[config.mk]
export PLATFORM = sky130hd
export DESIGN_NAME = ps2_rx_flat
export DESIGN_NICKNAME = d
export VERILOG_FILES = /design/src/rtl/ps2_pkg.sv /design/src/rtl/ps2_rx_if.sv /design/src/rtl/ps2_filter.sv /design/src/rtl/ps2_rx.sv /design/src/flat_wrapper.sv
export SDC_FILE = /design/constraint.sdc
export NUM_CORES = 1
export LEC_CHECK = 0
export ABC_AREA = 1
export BUFFER_PORTS_ARGS = -buffer_cell sky130_fd_sc_hd__buf_4
export CORE_ASPECT_RATIO = 1.4
export CORE_MARGIN = 2
export CORE_UTILIZATION = 59
export DETAILED_ROUTE_END_ITERATION = 12
export PLACE_DENSITY = 0.9
export SYNTH_ARGS = -nofsm -noshare
export SYNTH_HDL_FRONTEND = slang
export SYNTH_SLANG_ARGS = --single-unit
[constraint.sdc]
create_clock -name clk256 -period 2.1 [get_ports clk256]
set_input_delay 0.105 -clock clk256 [delete_from_list [all_inputs] [get_ports clk256]]
set_output_delay 0.105 -clock clk256 [all_outputs]
set_load 0.02 [all_outputs]
[src/rtl/ps2_pkg.sv]
// Shared types and constants for the PS/2 receive path: frame FSM encoding,
// scan-code prefix values and the odd-parity helper.
package ps2_pkg;

  typedef enum logic [1:0] {
    IDLE   = 2'd0,
    DATA   = 2'd1,
    PARITY = 2'd2,
    STOP   = 2'd3
  } ps2_state_t;

  localparam logic [7:0] PS2_EXT = 8'hE0;
  localparam logic [7:0] PS2_BRK = 8'hF0;

  // Odd parity holds when the data bits plus the parity bit have an odd number of ones.
  function automatic logic odd_parity_ok(input logic [7:0] data, input logic par);
    return ^{data, par};
  endfunction

endpackage

[src/rtl/ps2_rx_if.sv]
// Signal bundle between the PS/2 receiver and its neighbours: raw PS/2 lines in,
// decoded scan-code strobe, error pulses and the FSM state (for observation) out.
interface ps2_rx_if;
  import ps2_pkg::*;

  // Handshake: code_valid is a single-cycle strobe with no back-pressure; code,
  // is_break and is_ext are valid in that cycle and held until the next strobe.
  logic       PS2C;
  logic       PS2D;
  logic [7:0] code;
  logic       code_valid;
  logic       is_break;
  logic       is_ext;
  logic       parity_err;
  logic       frame_err;
  ps2_state_t dbg_state;

  modport master (
    input  PS2C, PS2D,
    output code, code_valid, is_break, is_ext, parity_err, frame_err, dbg_state
  );

  modport slave (
    output PS2C, PS2D,
    input  code, code_valid, is_break, is_ext, parity_err, frame_err, dbg_state
  );

endinterface

[src/rtl/ps2_filter.sv]
// Conditions one raw PS/2 line: 2-FF synchroniser, FILTER_LEN-sample debouncer
// and a registered falling-edge strobe of the filtered level.
module ps2_filter #(
  parameter int FILTER_LEN = 8
) (
  input  logic clk256,
  input  logic reset,
  input  logic i_raw,
  output logic o_level,
  output logic o_fall
);

  localparam int CW = $clog2(FILTER_LEN + 1);

  logic [1:0]    r_sync;
  logic [CW-1:0] r_cnt;
  logic          r_level;
  logic          r_level_d;
  logic          r_fall;
  logic          w_sync;

  assign w_sync = r_sync[1];

  always_ff @(posedge clk256) begin
    if (reset) begin
      r_sync    <= 2'b11;
      r_cnt     <= '0;
      r_level   <= 1'b1;
      r_level_d <= 1'b1;
      r_fall    <= 1'b0;
    end else begin
      r_sync    <= {r_sync[0], i_raw};
      r_level_d <= r_level;
      r_fall    <= r_level_d & ~r_level;
      // Count consecutive samples that disagree with the filtered level; any
      // agreeing sample restarts the run, so short glitches never get through.
      if (w_sync == r_level) begin
        r_cnt <= '0;
      end else if (r_cnt == CW'(FILTER_LEN - 1)) begin
        r_level <= w_sync;
        r_cnt   <= '0;
      end else begin
        r_cnt <= r_cnt + 1'b1;
      end
    end
  end

  assign o_level = r_level;
  assign o_fall  = r_fall;

endmodule

[src/rtl/ps2_rx.sv]
// PS/2 device-to-host receiver: deserialises 11-bit frames, checks start/parity/stop,
// folds E0/F0 prefixes into flags and emits one code_valid strobe per key event.
module ps2_rx
  import ps2_pkg::*;
#(
  parameter int FILTER_LEN = 8,
  parameter int TIMEOUT    = 2048
) (
  input  logic     clk256,
  input  logic     reset,
  ps2_rx_if.master bus
);

  localparam int TW = $clog2(TIMEOUT + 1);

  logic          w_fall;
  logic          w_data;

  ps2_state_t    r_state, w_state_next;
  logic [2:0]    r_bit_cnt, w_bit_cnt_next;
  logic [7:0]    r_shift, w_shift_next;
  logic          r_par, w_par_next;
  logic [TW-1:0] r_to_cnt, w_to_cnt_next;
  logic          r_ext_pend, w_ext_pend_next;
  logic          r_brk_pend, w_brk_pend_next;
  logic [7:0]    r_code, w_code_next;
  logic          r_is_break, w_is_break_next;
  logic          r_is_ext, w_is_ext_next;
  logic          r_code_valid, w_code_valid_next;
  logic          r_parity_err, w_parity_err_next;
  logic          r_frame_err, w_frame_err_next;
  logic          w_timeout;

  ps2_filter #(.FILTER_LEN(FILTER_LEN)) u_clk_filter (
    .clk256  (clk256),
    .reset   (reset),
    .i_raw   (bus.PS2C),
    .o_level (),
    .o_fall  (w_fall)
  );

  ps2_filter #(.FILTER_LEN(FILTER_LEN)) u_data_filter (
    .clk256  (clk256),
    .reset   (reset),
    .i_raw   (bus.PS2D),
    .o_level (w_data),
    .o_fall  ()
  );

  always_ff @(posedge clk256) begin
    if (reset) begin
      r_state      <= IDLE;
      r_bit_cnt    <= '0;
      r_shift      <= '0;
      r_par        <= 1'b0;
      r_to_cnt     <= '0;
      r_ext_pend   <= 1'b0;
      r_brk_pend   <= 1'b0;
      r_code       <= 8'h00;
      r_is_break   <= 1'b0;
      r_is_ext     <= 1'b0;
      r_code_valid <= 1'b0;
      r_parity_err <= 1'b0;
      r_frame_err  <= 1'b0;
    end else begin
      r_state      <= w_state_next;
      r_bit_cnt    <= w_bit_cnt_next;
      r_shift      <= w_shift_next;
      r_par        <= w_par_next;
      r_to_cnt     <= w_to_cnt_next;
      r_ext_pend   <= w_ext_pend_next;
      r_brk_pend   <= w_brk_pend_next;
      r_code       <= w_code_next;
      r_is_break   <= w_is_break_next;
      r_is_ext     <= w_is_ext_next;
      r_code_valid <= w_code_valid_next;
      r_parity_err <= w_parity_err_next;
      r_frame_err  <= w_frame_err_next;
    end
  end

  assign w_timeout = (r_state != IDLE) && (r_to_cnt == TW'(TIMEOUT));

  always_comb begin
    w_state_next      = r_state;
    w_bit_cnt_next    = r_bit_cnt;
    w_shift_next      = r_shift;
    w_par_next        = r_par;
    w_ext_pend_next   = r_ext_pend;
    w_brk_pend_next   = r_brk_pend;
    w_code_next       = r_code;
    w_is_break_next   = r_is_break;
    w_is_ext_next     = r_is_ext;
    w_code_valid_next = 1'b0;
    w_parity_err_next = 1'b0;
    w_frame_err_next  = 1'b0;
    w_to_cnt_next     = (r_state == IDLE || w_fall) ? '0 : r_to_cnt + 1'b1;

    if (w_timeout) begin
      // A stalled frame also forgets any half-received prefix sequence.
      w_state_next     = IDLE;
      w_bit_cnt_next   = '0;
      w_to_cnt_next    = '0;
      w_frame_err_next = 1'b1;
      w_ext_pend_next  = 1'b0;
      w_brk_pend_next  = 1'b0;
    end else if (w_fall) begin
      case (r_state)
        IDLE: begin
          if (!w_data) begin
            w_state_next   = DATA;
            w_bit_cnt_next = '0;
          end else begin
            w_frame_err_next = 1'b1;
          end
        end
        DATA: begin
          w_shift_next = {w_data, r_shift[7:1]};
          if (r_bit_cnt == 3'd7) begin
            w_state_next   = PARITY;
            w_bit_cnt_next = '0;
          end else begin
            w_bit_cnt_next = r_bit_cnt + 1'b1;
          end
        end
        PARITY: begin
          w_par_next   = w_data;
          w_state_next = STOP;
        end
        STOP: begin
          w_state_next = IDLE;
          if (!w_data) begin
            w_frame_err_next = 1'b1;
          end else if (!odd_parity_ok(r_shift, r_par)) begin
            w_parity_err_next = 1'b1;
          end else if (r_shift == PS2_EXT) begin
            w_ext_pend_next = 1'b1;
          end else if (r_shift == PS2_BRK) begin
            w_brk_pend_next = 1'b1;
          end else begin
            w_code_next       = r_shift;
            w_is_break_next   = r_brk_pend;
            w_is_ext_next     = r_ext_pend;
            w_code_valid_next = 1'b1;
            w_ext_pend_next   = 1'b0;
            w_brk_pend_next   = 1'b0;
          end
        end
        default: w_state_next = IDLE;
      endcase
    end
  end

  assign bus.code       = r_code;
  assign bus.code_valid = r_code_valid;
  assign bus.is_break   = r_is_break;
  assign bus.is_ext     = r_is_ext;
  assign bus.parity_err = r_parity_err;
  assign bus.frame_err  = r_frame_err;
  assign bus.dbg_state  = r_state;

endmodule
[src/flat_wrapper.sv]
// flat-port wrapper written by rule: the top's interface ports become plain ports
module ps2_rx_flat import ps2_pkg::*;
#(
  parameter int FILTER_LEN = 8,
  parameter int TIMEOUT    = 2048
)
  (clk256, reset, bus_PS2C, bus_PS2D, bus_code, bus_code_valid, bus_is_break, bus_is_ext, bus_parity_err, bus_frame_err, bus_dbg_state);
  ps2_rx_if bus_i ();
  input  logic clk256;
  input  logic reset;
  input wire logic [$bits(bus_i.PS2C)-1:0] bus_PS2C;
  input wire logic [$bits(bus_i.PS2D)-1:0] bus_PS2D;
  output wire logic [$bits(bus_i.code)-1:0] bus_code;
  output wire logic [$bits(bus_i.code_valid)-1:0] bus_code_valid;
  output wire logic [$bits(bus_i.is_break)-1:0] bus_is_break;
  output wire logic [$bits(bus_i.is_ext)-1:0] bus_is_ext;
  output wire logic [$bits(bus_i.parity_err)-1:0] bus_parity_err;
  output wire logic [$bits(bus_i.frame_err)-1:0] bus_frame_err;
  output wire logic [$bits(bus_i.dbg_state)-1:0] bus_dbg_state;
  assign bus_i.PS2C = bus_PS2C;
  assign bus_i.PS2D = bus_PS2D;
  assign bus_code = bus_i.code;
  assign bus_code_valid = bus_i.code_valid;
  assign bus_is_break = bus_i.is_break;
  assign bus_is_ext = bus_i.is_ext;
  assign bus_parity_err = bus_i.parity_err;
  assign bus_frame_err = bus_i.frame_err;
  assign bus_dbg_state = bus_i.dbg_state;
  ps2_rx #(.FILTER_LEN(FILTER_LEN), .TIMEOUT(TIMEOUT)) u_core (.clk256(clk256), .reset(reset), .bus(bus_i));
endmodule
==> results by group, run 1 <==
Status
  • Outcome: complete, no violations

Drt
  • TritonRoute pass-1 iters: 4
  • Routed via count: 2307
  • Via density: 5.04
  • Met2 wire length: 2.86 mm
  • Drt wl/cell: 11.7 um
  • DR top layer: met4
  • Routed wl met3: 243 um
  • ANT nets after route: 0
  • DRC Markers: 0
  • Wire length on met1: 2.02 mm
  • Drt total wl: 5.37 mm
  • Drt first-iter violations: 126

Yosys
  • Synth cell types: 31
  • Register area share after synthesis: 0.425
  • Gate Count Post-Synth: 366
  • Syn_nets: 380
  • Post-Syn Area: 2680 um^2
  • Yosys top cell area share: 0.425
  • Syn_area_per_cell: 7.33 um^2
  • Synth area leaders: dfxtp_1 (43%), nand2_1 (9.4%), inv_1 (7.7%), nor2_1 (7.4%), ha_1 (4.7%)
  • Synth area leader: dfxtp_1
  • Synthesis-stage register bit count: 57
  • Yosys Warn Count: 0

Finish
  • Diode count: 0
  • Filler Cells Inserted: 343
  • Register area: 1140 um^2
  • Share of layout cells above drive strength 1: 0.172
  • P&R area growth vs syn: 16.7%
  • Nets@finish: 405
  • Final Util: 0.702
  • Area of the multi-input gates: 1270 um^2
  • Design area: 3130 um^2

STA
  • Setup Viol. Count Final: 0
  • Final worst path period need: 1930 ps
  • Clk_skew: 6.23 ps
  • Fin crit share: 0.918
  • Max Clk Rate: 519 MHz
  • Slew Limit Fails: 0
  • Final worst slack: 173 ps
  • Worst-Margin Slew: 403 ps
  • Slew HR: 0.731
  • Final Hold Fails: 0
  • Final hold slack: 17.8 ps

Clock network
  • CTS H-tree lvls: 3
  • Clk_lat worst skew: 340 ps
  • CTS tree: done
  • Worst-path clk slew: 60 ps
  • # clock sinks: 57
  • CTS Buf Count: 9
  • Clk root buf: clkbuf_8
  • Clk buf depth: 2

Global route
  • Initial antenna violation count: 0
  • Vias in the first global route: 2230
  • Pin count of the biggest net entering global routing: 23
  • Global-route wire length before repair: 8.89 mm
  • Total GRT Usage: 0.233
  • Total gr overflow: 0

Hold path
  • Hold Crit Class: primary input to flip-flop
  • Hold Crit Start: reset

Worst setup path
  • Critical Path RT: 2320 ps
  • Setup crit start: u_core.bus.dbg_state[0]$_SDFFE_PP0P_
  • Crit. End Element: flip-flop
  • R2R Setup Slk: 170 ps
  • R2R Path End: u_core.r_to_cnt[7]$_SDFF_PP0_
  • CP endpoint: u_core.r_to_cnt[7]$_SDFF_PP0_
  • Start of the worst register-to-register path: u_core.bus.dbg_state[0]$_SDFFE_PP0P_
  • Critical path startpoint category: flip-flop
  • Kind of critical path: flip-flop to flip-flop
  • Worst-path fanout max: 8
  • R2R cell count: 11
  • CP arrival: 2140 ps

Place
  • Setup WS pre-CTS: 167 ps
  • Port buffer count: 18
  • RePlAce Congestion: 0.923
  • Placed cell areas: 2860 um^2
  • Hpwl dp: 3.78 mm

Pwr
  • Clock share of power: 0.515
  • Switch Pwr: 0.453 mW
  • P_int: 1.87 mW
  • PD cells: 740 nW/um^2
  • Combinational power share: 0.016
  • Power Total: 2.32 mW
  • Switching part of the total: 0.195
  • Pleak: 1.34 nW
  • Reg power frac: 0.469
  • VDD IR max: 617 uV

Floorplan
  • Die Y: 83.8 um
  • Chip width: 61.0 um
  • Die area: 5110 um^2
  • Ports: 19
  • Core Region: 4460 um^2
  • Initial Util: 0.601
  • Site Rows: 29

Flow run
  • Maxcap violations: 0
==> layout by cell type (no fill, tap or decap), types with 2 or more instances in the layout <==
| master | Yosys | routed |
|---|---|---|
| or2_2 | 5 | 5 |
| nand3_1 | 25 | 24 |
| buf_4 | 1 | 21 |
| nor3_1 | 7 | 7 |
| nand3_2 | 4 | 4 |
| a31oi_1 | 2 | 2 |
| a21oi_1 | 18 | 18 |
| dfxtp_1 | 57 | 57 |
| xnor2_1 | 3 | 3 |
| inv_1 | 55 | 55 |
| clkbuf_8 | 0 | 12 |
| nor3b_1 | 2 | 2 |
| inv_2 | 4 | 4 |
| nor2_1 | 53 | 53 |
| nand4_1 | 2 | 2 |
| bufinv_16 | 0 | 2 |
| nand2_1 | 67 | 67 |
| ha_1 | 10 | 10 |
| o221ai_1 | 2 | 2 |
| dlygate4sd3_1 | 0 | 2 |
| nand2_2 | 15 | 14 |
| a211oi_1 | 2 | 2 |
| xor2_1 | 7 | 7 |
| o21ai_0 | 10 | 10 |
==> cell type report <==
cell class	count	area share
clock inverter	4	0.0236
tap	62	0.0248
multi-input combinational	240	0.406
timing repair buffer	23	0.0567
inverter	60	0.0719
clock buffer	12	0.0527
sequential	57	0.364
==> worst max-delay path: stages, from the launching register on <==
cell and delay, ps:
dfxtp_1 390, inv_1 100, ha_1 270, nor2_1 120, nand3_1 80, nor2_1 90
nand2_1 170, nand2_4 160, inv_1 60, nand2_1 140, buf_4 180, nor3_1 50
==> power by group through the flow <==
stage / Clock [mW] / Combinational, mW / Sequential, mW
after floorplan: 0 / 0.0232 / 1.11
after global placement: 0 / 0.0325 / 1.11
after detailed placement: 0 / 0.0331 / 1.11
after CTS: 1.21 / 0.0365 / 1.09
after global routing: 1.26 / 0.0420 / 1.09
final: 1.19 / 0.0375 / 1.09
==> Yosys cell counts (all sizes together) <==
cell / number
o211ai: 1
dfxtp: 57
nor3: 7
clkinv: 1
a21oi: 18
or2: 6
nand4: 2
a31oi: 2
o21ai: 10
nand3: 29
clkbuf: 3
xor2: 7
xnor2: 3
inv: 59
nor2: 54
o21bai: 1
buf: 6
nand2: 82
ha: 10
o221ai: 2
nor3b: 3
a22oi: 1
a211oi: 2
==> worst min path at each step <==
stage | endpoint | slack, ps | cells after the start
2_1_floorplan | u_core.u_clk_filter.r_sync[0]$_SDFF_PP1_ | 210 | 1
3_3_place_gp | u_core.u_clk_filter.r_sync[0]$_SDFF_PP1_ | 290 | 2
3_5_place_dp | u_core.u_data_filter.r_sync[0]$_SDFF_PP1_ | 290 | 2
4_1_cts | u_core.bus.frame_err$_SDFF_PP0_ | 7 | 2
5_1_grt | u_core.u_clk_filter.o_fall$_SDFF_PP0_ | 20 | 2
6_report | u_core.u_clk_filter.o_fall$_SDFF_PP0_ | 20 | 2
==> sequential cells by signal, indices dropped and copies added, names as in the netlist, 2 cells and up <==
register / flops
u_core.bus.code: 8
u_core.bus.dbg_state: 2
u_core.r_bit_cnt: 3
u_core.r_shift: 8
u_core.r_to_cnt: 12
u_core.u_clk_filter.r_cnt: 4
u_core.u_clk_filter.r_sync: 2
u_core.u_data_filter.r_cnt: 4
u_core.u_data_filter.r_sync: 2
==> what timing repair did <==
action                                 CTS  global route
buffers inserted                         0             0
resized for setup                        0             3
hold buffers                             2             0
setup endpoints to repair                0            22
endpoints found under the hold margin    2             0
==> cells by family (layout without fill, tap and decap cells) <==
logic type	Yosys count	count (layout)	synth area share
AND/OR/NAND/NOR	183	183	0.311
buffers and inverters	69	99	0.107
flip-flops	57	57	0.425
AO/OA/AOI/OAI	37	37	0.0774
adder cells (fa/ha/maj)	10	10	0.0466
XOR/XNOR	10	10	0.0327
==> metrics by stage <==
step	TNS (ps)	std cells
2_1_floorplan	0	366
3_3_place_gp	0	440
3_5_place_dp	0	440
4_1_cts	0	458
5_1_grt	-110	458
6_report	0	458
==> per-layer routing <==
layer,track usage,vias up
li1,-,1187
met4,0.136,0
met2,0.407,67
met3,0.0822,25
met1,0.222,1028
met5,0,-
Power figures use the tool's default switching activity.
==> run 2: changes to the inputs <==
--- a/config.mk
+++ b/config.mk
@@ -14,2 +14,3 @@
 export PLACE_DENSITY = 0.9
+export SLEW_MARGIN = 0
 export SYNTH_ARGS = -nofsm -noshare
@@ -17 +18,2 @@
 export SYNTH_SLANG_ARGS = --single-unit
+export TNS_END_PERCENT = 1
--- a/constraint.sdc
+++ b/constraint.sdc
@@ -3,2 +3,2 @@
 set_output_delay 0.105 -clock clk256 [all_outputs]
-set_load 0.02 [all_outputs]
+set_load 0.005 [all_outputs]
==> results by group, run 2 (synthesis results as in run 1) <==
Pwr
  • PD cells: 741 nW/um^2 (about the same)
  • Power Total: 2.32 mW (about the same)
  • Pleak: 1.34 nW (unchanged)
  • VDD IR max: 617 uV (about the same)

STA
  • Final worst path period need: 1930 ps (+6.69 ps)
  • Final hold slack: 17.4 ps (-0.354 ps)
  • Setup Viol. Count Final: 0 (unchanged)
  • Worst-Margin Slew: 398 ps (-4.51 ps)
  • Final Hold Fails: 0 (unchanged)
  • Slew HR: 0.734 (+0.00302)
  • Max Clk Rate: 517 MHz (-0.35%)
  • Setup TNS: 0 ps (unchanged)
  • RSZ-0062 raised after global routing: yes
  • Final worst slack: 166 ps (-6.69 ps)
  • Slew Limit Fails: 0 (unchanged)
  • Fin crit share: 0.921 (+0.00319)
  • Clk_skew: 5.60 ps (-0.635 ps)

Drt
  • TritonRoute pass-1 iters: 4 (unchanged)
  • Via density: 5.05 (+0.26%)
  • Drt total wl: 5.36 mm (-0.11%)
  • Routed via count: 2313 (+0.26%)
  • DRC Markers: 0 (unchanged)
  • Drt wl/cell: 11.7 um (-0.11%)
  • Drt first-iter violations: 113 (-10%)
  • ANT nets after route: 0 (unchanged)

Finish
  • Most flop-heavy register: u_core.r_to_cnt
  • Nets@finish: 405 (unchanged)
  • Most frequent cells in the layout: nand2_1 (67), dfxtp_1 (57), inv_1 (55), nor2_1 (53), nand3_1 (24)
  • P&R area growth vs syn: 16.7% (unchanged)
  • Share of layout cells above drive strength 1: 0.172 (unchanged)
  • Max reg flops: 12 (unchanged)
  • Commonest non-fill, non-tap cell in the layout: nand2_1
  • Diode count: 0 (unchanged)

Global route
  • Vias in the first global route: 2230 (unchanged)
  • Total GRT Usage: 0.233 (unchanged)
  • Global-route wire length before repair: 8.89 mm (unchanged)
  • Total gr overflow: 0 (unchanged)
  • Pin count of the biggest net entering global routing: 23 (unchanged)
  • Initial antenna violation count: 0 (unchanged)

Place
  • Hpwl dp: 3.78 mm (unchanged)
  • Setup WS pre-CTS: 167 ps (unchanged)
  • Port buffer count: 18 (unchanged)
  • RePlAce Congestion: 0.923 (unchanged)

Worst setup path
  • Kind of critical path: flip-flop to flip-flop
  • Worst path cell trace: inv_1 -> ha_1 -> nor2_1 -> nand3_1 -> nor2_1 -> nand2_1 -> nand2_1 -> inv_2 -> nand3_4 -> nand2_1 -> inv_1 -> nor2_1
  • Cell family with most CP delay: simple AND/OR/NAND/NOR gates
  • Critical Path Max Stage Delay: 390 ps (about the same)
  • Bufs and invs on worst path: 3 (unchanged)
  • Crit. End Element: flip-flop
  • Critical path startpoint category: flip-flop
  • Critical Path RT: 2340 ps (+20 ps)
  • Worst-path fanout max: 11 (+3)
  • CP arrival: 2170 ps (+30 ps)
  • Slowest-stage cell, CP: dfxtp_1

Flow run
  • Maxcap violations: 0 (unchanged)

Floorplan
  • Core Region: 4460 um^2 (unchanged)
  • Site Rows: 29 (unchanged)
  • Die area: 5110 um^2 (unchanged)
  • Ports: 19 (unchanged)
  • Initial Util: 0.601 (unchanged)
  • Die Y: 83.8 um (unchanged)
  • Chip width: 61.0 um (unchanged)

Clock network
  • Clk_lat worst skew: 340 ps (about the same)
  • # clock sinks: 57 (unchanged)
  • CTS tree: done
  • Clk buf depth: 2 (unchanged)
  • CTS H-tree lvls: 3 (unchanged)
  • Number of post-CTS setup repair buffers: 0 (unchanged)
  • Clk root buf: clkbuf_8
  • Worst-path clk slew: 70 ps (about the same)
  • CTS Buf Count: 9 (unchanged)

Status
  • Outcome: complete, no violations

Hold path
  • Hold Crit Class: primary input to flip-flop
run 2: worst paths after layout:
path                                                    end                                       from  slack, ps  cells after the start
setup / recovery             u_core.bus.is_ext$_SDFFE_PP0P_       u_core.bus.dbg_state[0]$_SDFFE_PP0P_        170                     12
hold / removal        u_core.u_clk_filter.o_fall$_SDFF_PP0_                                      reset         20                      2
setup reg to reg             u_core.bus.is_ext$_SDFFE_PP0P_       u_core.bus.dbg_state[0]$_SDFFE_PP0P_        170                     12
hold reg to reg   u_core.u_data_filter.r_sync[1]$_SDFF_PP1_  u_core.u_data_filter.r_sync[0]$_SDFF_PP1_        410                      1
run 2: per-stage QoR:
| step | cell area, um^2 | cells | utilization |
|---|---|---|---|
| finish | 3130 | 458 | 0.702 |
| global route | 3130 | 458 | 0.702 |
| CTS | 3110 | 458 | 0.698 |
| detailed placement | 2860 | 440 | 0.640 |
| global placement | 2860 | 440 | 0.640 |
| floorplan | 2680 | 366 | - |
run 2: timing repair:
action / 4_1_cts / 5_1_grt
hold buffers: 2 / 0
endpoints found under the hold margin: 2 / 0
endpoints found under the setup margin: 0 / 22
gates resized for setup: 0 / 3
run 2: final cells by class:
| class | count | area [um^2] |
|---|---|---|
| clock buffer | 12 | 165 |
| clock inverter | 4 | 73.8 |
| fill | 343 | 1330 |
| inverter | 60 | 225 |
| multi-input combinational | 240 | 1270 |
| sequential | 57 | 1140 |
| tap | 62 | 77.6 |
| timing repair buffer | 23 | 178 |
run 2: power breakdown:
group	internal (mW)	leakage (nW)	switching [mW]
Clock	0.765	0.123	0.430
Sequential	1.09	0.460	0.00220
Combinational	0.0160	0.762	0.0215
Total	1.87	1.34	0.454
run 2: per-layer routing:
| layer | track usage | share of wire | routed length, um | up-vias |
|---|---|---|---|---|
| li1 | - | - | - | 1183 |
| met1 | 0.222 | 0.38 | 2030 | 1031 |
| met2 | 0.407 | 0.53 | 2840 | 72 |
| met3 | 0.0822 | 0.048 | 255 | 27 |
| met4 | 0.136 | 0.044 | 238 | 0 |
| met5 | 0 | 0 | 0 | - |
run 2: worst register-to-register path: cells and delay by family, from the launching register on:
family                     cells  cell delay [ps]
adders and majority gates      1              270
buffers and inverters          3              270
DFF                            1              390
and+or+nand+nor                8              920
==> run 3: changes to the inputs <==
Settings changed: CORE_MARGIN 2 to 1, CORE_UTILIZATION 59 to 25, PLACE_DENSITY 0.9 to 0.52.
==> results by group, run 3 (synthesis results as in run 1) <==
STA
  • Setup TNS: 0 ps (unchanged)
  • Slew HR: 0.721 (-0.0126)
  • Max Clk Rate: 536 MHz (+3.7%)
  • Final worst path period need: 1870 ps (-69.0 ps)
  • Final hold slack: 27.6 ps (+10.1 ps)
  • Fin crit share: 0.888 (-0.0329)
  • Final Hold Fails: 0 (unchanged)
  • Final worst slack: 235 ps (+69.0 ps)
  • Worst-Margin Slew: 418 ps (+19.9 ps)
  • Setup Viol. Count Final: 0 (unchanged)
  • RSZ-0062 raised after global routing: no
  • Clk_skew: 4.26 ps (-1.34 ps)
  • Slew Limit Fails: 0 (unchanged)

Worst setup path
  • CP arrival: 2100 ps (-70 ps)
  • Start of the worst register-to-register path: u_core.bus.dbg_state[0]$_SDFFE_PP0P_
  • Slowest-stage cell, CP: dfxtp_1
  • Kind of critical path: flip-flop to flip-flop
  • Setup crit start: u_core.bus.dbg_state[0]$_SDFFE_PP0P_
  • Worst path cell trace: inv_1 -> ha_1 -> nor2_1 -> nand3_1 -> nor2_1 -> nand2_1 -> nand2_1 -> inv_2 -> nand3_4 -> nand2_1 -> inv_1 -> nor2_1
  • Worst-path fanout max: 11 (unchanged)
  • Crit. End Element: flip-flop
  • R2R Setup Slk: 230 ps (+70 ps)
  • Cell family with most CP delay: simple AND/OR/NAND/NOR gates
  • Critical Path RT: 2330 ps (about the same)
  • R2R Path End: u_core.bus.is_ext$_SDFFE_PP0P_
  • Critical path startpoint category: flip-flop
  • Bufs and invs on worst path: 3 (unchanged)
  • R2R cell count: 12 (unchanged)
  • Critical Path Max Stage Delay: 400 ps (about the same)

Hold path
  • Hold depth: 2 (unchanged)
  • Worst Hold Path EP: u_core.u_clk_filter.o_fall$_SDFF_PP0_
  • Hold Crit Start: reset
  • Hold Crit Class: primary input to flip-flop

Floorplan
  • Initial Util: 0.258 (-0.343)
  • Die area: 11200 um^2 (+120%)
  • Chip width: 89.5 um (+47%)
  • Core Region: 10400 um^2 (+130%)
  • Ports: 19 (unchanged)
  • Site Rows: 44 (+52%)
  • Die Y: 125 um (+49%)

Clock network
  • CTS Buf Count: 9 (unchanged)
  • Clk buf depth: 2 (unchanged)
  • # clock sinks: 57 (unchanged)
  • CTS tree: done
  • Clk root buf: clkbuf_16
  • Clk_lat worst skew: 330 ps (about the same)
  • Worst-path clk slew: 50 ps (-20 ps)
  • CTS H-tree lvls: 3 (unchanged)

Drt
  • Via density: 4.17 (-17%)
  • Drt total wl: 5.33 mm (-0.54%)
  • Routed via count: 2235 (-3.4%)
  • TritonRoute pass-1 iters: 4 (unchanged)
  • Drt first-iter violations: 98 (-13%)
  • ANT nets after route: 0 (unchanged)
  • Drt wl/cell: 9.95 um (-15%)
  • DRC Markers: 0 (unchanged)

Place
  • Setup WS pre-CTS: 168 ps (+0.542 ps)
  • Hpwl dp: 3.98 mm (+5.4%)
  • RePlAce Congestion: 0.817 (-11%)
  • Port buffer count: 18 (unchanged)

Global route
  • Initial antenna violation count: 0 (unchanged)
  • Vias in the first global route: 2140 (-4.0%)
  • Global-route wire length before repair: 9.36 mm (+5.2%)
  • Total gr overflow: 0 (unchanged)
  • Pin count of the biggest net entering global routing: 23 (unchanged)
  • Total GRT Usage: 0.109 (-0.124)

Pwr
  • VDD IR max: 377 uV (-39%)
  • Power Total: 2.73 mW (+18%)
  • Reg power frac: 0.398 (-0.071)
  • Switching part of the total: 0.204 (+0.00808)
  • Pleak: 1.39 nW (+3.3%)
  • Clock share of power: 0.587 (+0.072)
  • PD cells: 823 nW/um^2 (+11%)
  • Combinational power share: 0.014 (-0.002)
  • Switch Pwr: 0.557 mW (+23%)
  • P_int: 2.18 mW (+17%)

Finish
  • Nets@finish: 407 (+0.49%)
  • Filler Cells Inserted: 1111 (+220%)
  • Most frequent cells in the layout: nand2_1 (67), dfxtp_1 (57), inv_1 (55), nor2_1 (53), nand3_1 (25)
  • Max reg flops: 12 (unchanged)
  • Commonest non-fill, non-tap cell in the layout: nand2_1
  • Diode count: 0 (unchanged)
  • P&R area growth vs syn: 23.8%
  • Most flop-heavy register: u_core.r_to_cnt
  • Final Util: 0.319 (-0.382)
  • Share of layout cells above drive strength 1: 0.173 (+0.00165)

Status
  • Outcome: complete, no violations

Flow run
  • Maxcap violations: 0 (unchanged)
-- run 3: what timing repair did --
item / in CTS / in global routing
resized for setup: 0 / 1
buffers inserted: 0 / 0
endpoints found under the hold margin: 2 / 0
endpoints found under the setup margin: 0 / 11
hold buffers: 2 / 0
-- run 3: worst max-delay path by stage --
stage,end,depth (start not counted),slack (ps)
6_report,u_core.bus.is_ext$_SDFFE_PP0P_,12,230
2_1_floorplan,u_core.r_to_cnt[10]$_SDFF_PP0_,11,450
3_5_place_dp,u_core.bus.code[2]$_SDFFE_PP0P_,12,170
4_1_cts,u_core.bus.is_ext$_SDFFE_PP0P_,12,150
3_3_place_gp,u_core.bus.is_ext$_SDFFE_PP0P_,12,250
5_1_grt,u_core.bus.code[3]$_SDFFE_PP0P_,12,50
-- run 3: power groups by stage --
stage | clock, mW | sequential, mW | combinational [mW]
global placement | 0 | 1.11 | 0.0362
floorplan | 0 | 1.11 | 0.0232
global route | 1.68 | 1.09 | 0.0444
finish | 1.61 | 1.09 | 0.0387
CTS | 1.65 | 1.09 | 0.0395
detailed placement | 0 | 1.11 | 0.0365
-- run 3: layer usage --
metal	global-route usage	wire length, um	vias to the layer above
li1	-	-	1193
met1	0.127	2460	1005
met2	0.176	2570	25
met3	0.0331	165	12
met4	0.0588	140	0
met5	0	0	-
-- run 3: stage by stage --
step | std cells | cell area, um^2
floorplan | 366 | 2680
global placement | 518 | 2970
detailed placement | 518 | 2970
CTS | 536 | 3310
global route | 536 | 3320
finish | 536 | 3320
-- run 3: cell type report --
| type | count | area [um^2] | share of cell area |
|---|---|---|---|
| multi-input combinational | 240 | 1260 | 0.380 |
| tap | 138 | 173 | 0.0520 |
| inverter | 60 | 225 | 0.0678 |
| timing repair buffer | 25 | 193 | 0.0580 |
| clock inverter | 6 | 90.1 | 0.0271 |
| sequential | 57 | 1140 | 0.344 |
| clock buffer | 10 | 239 | 0.0719 |
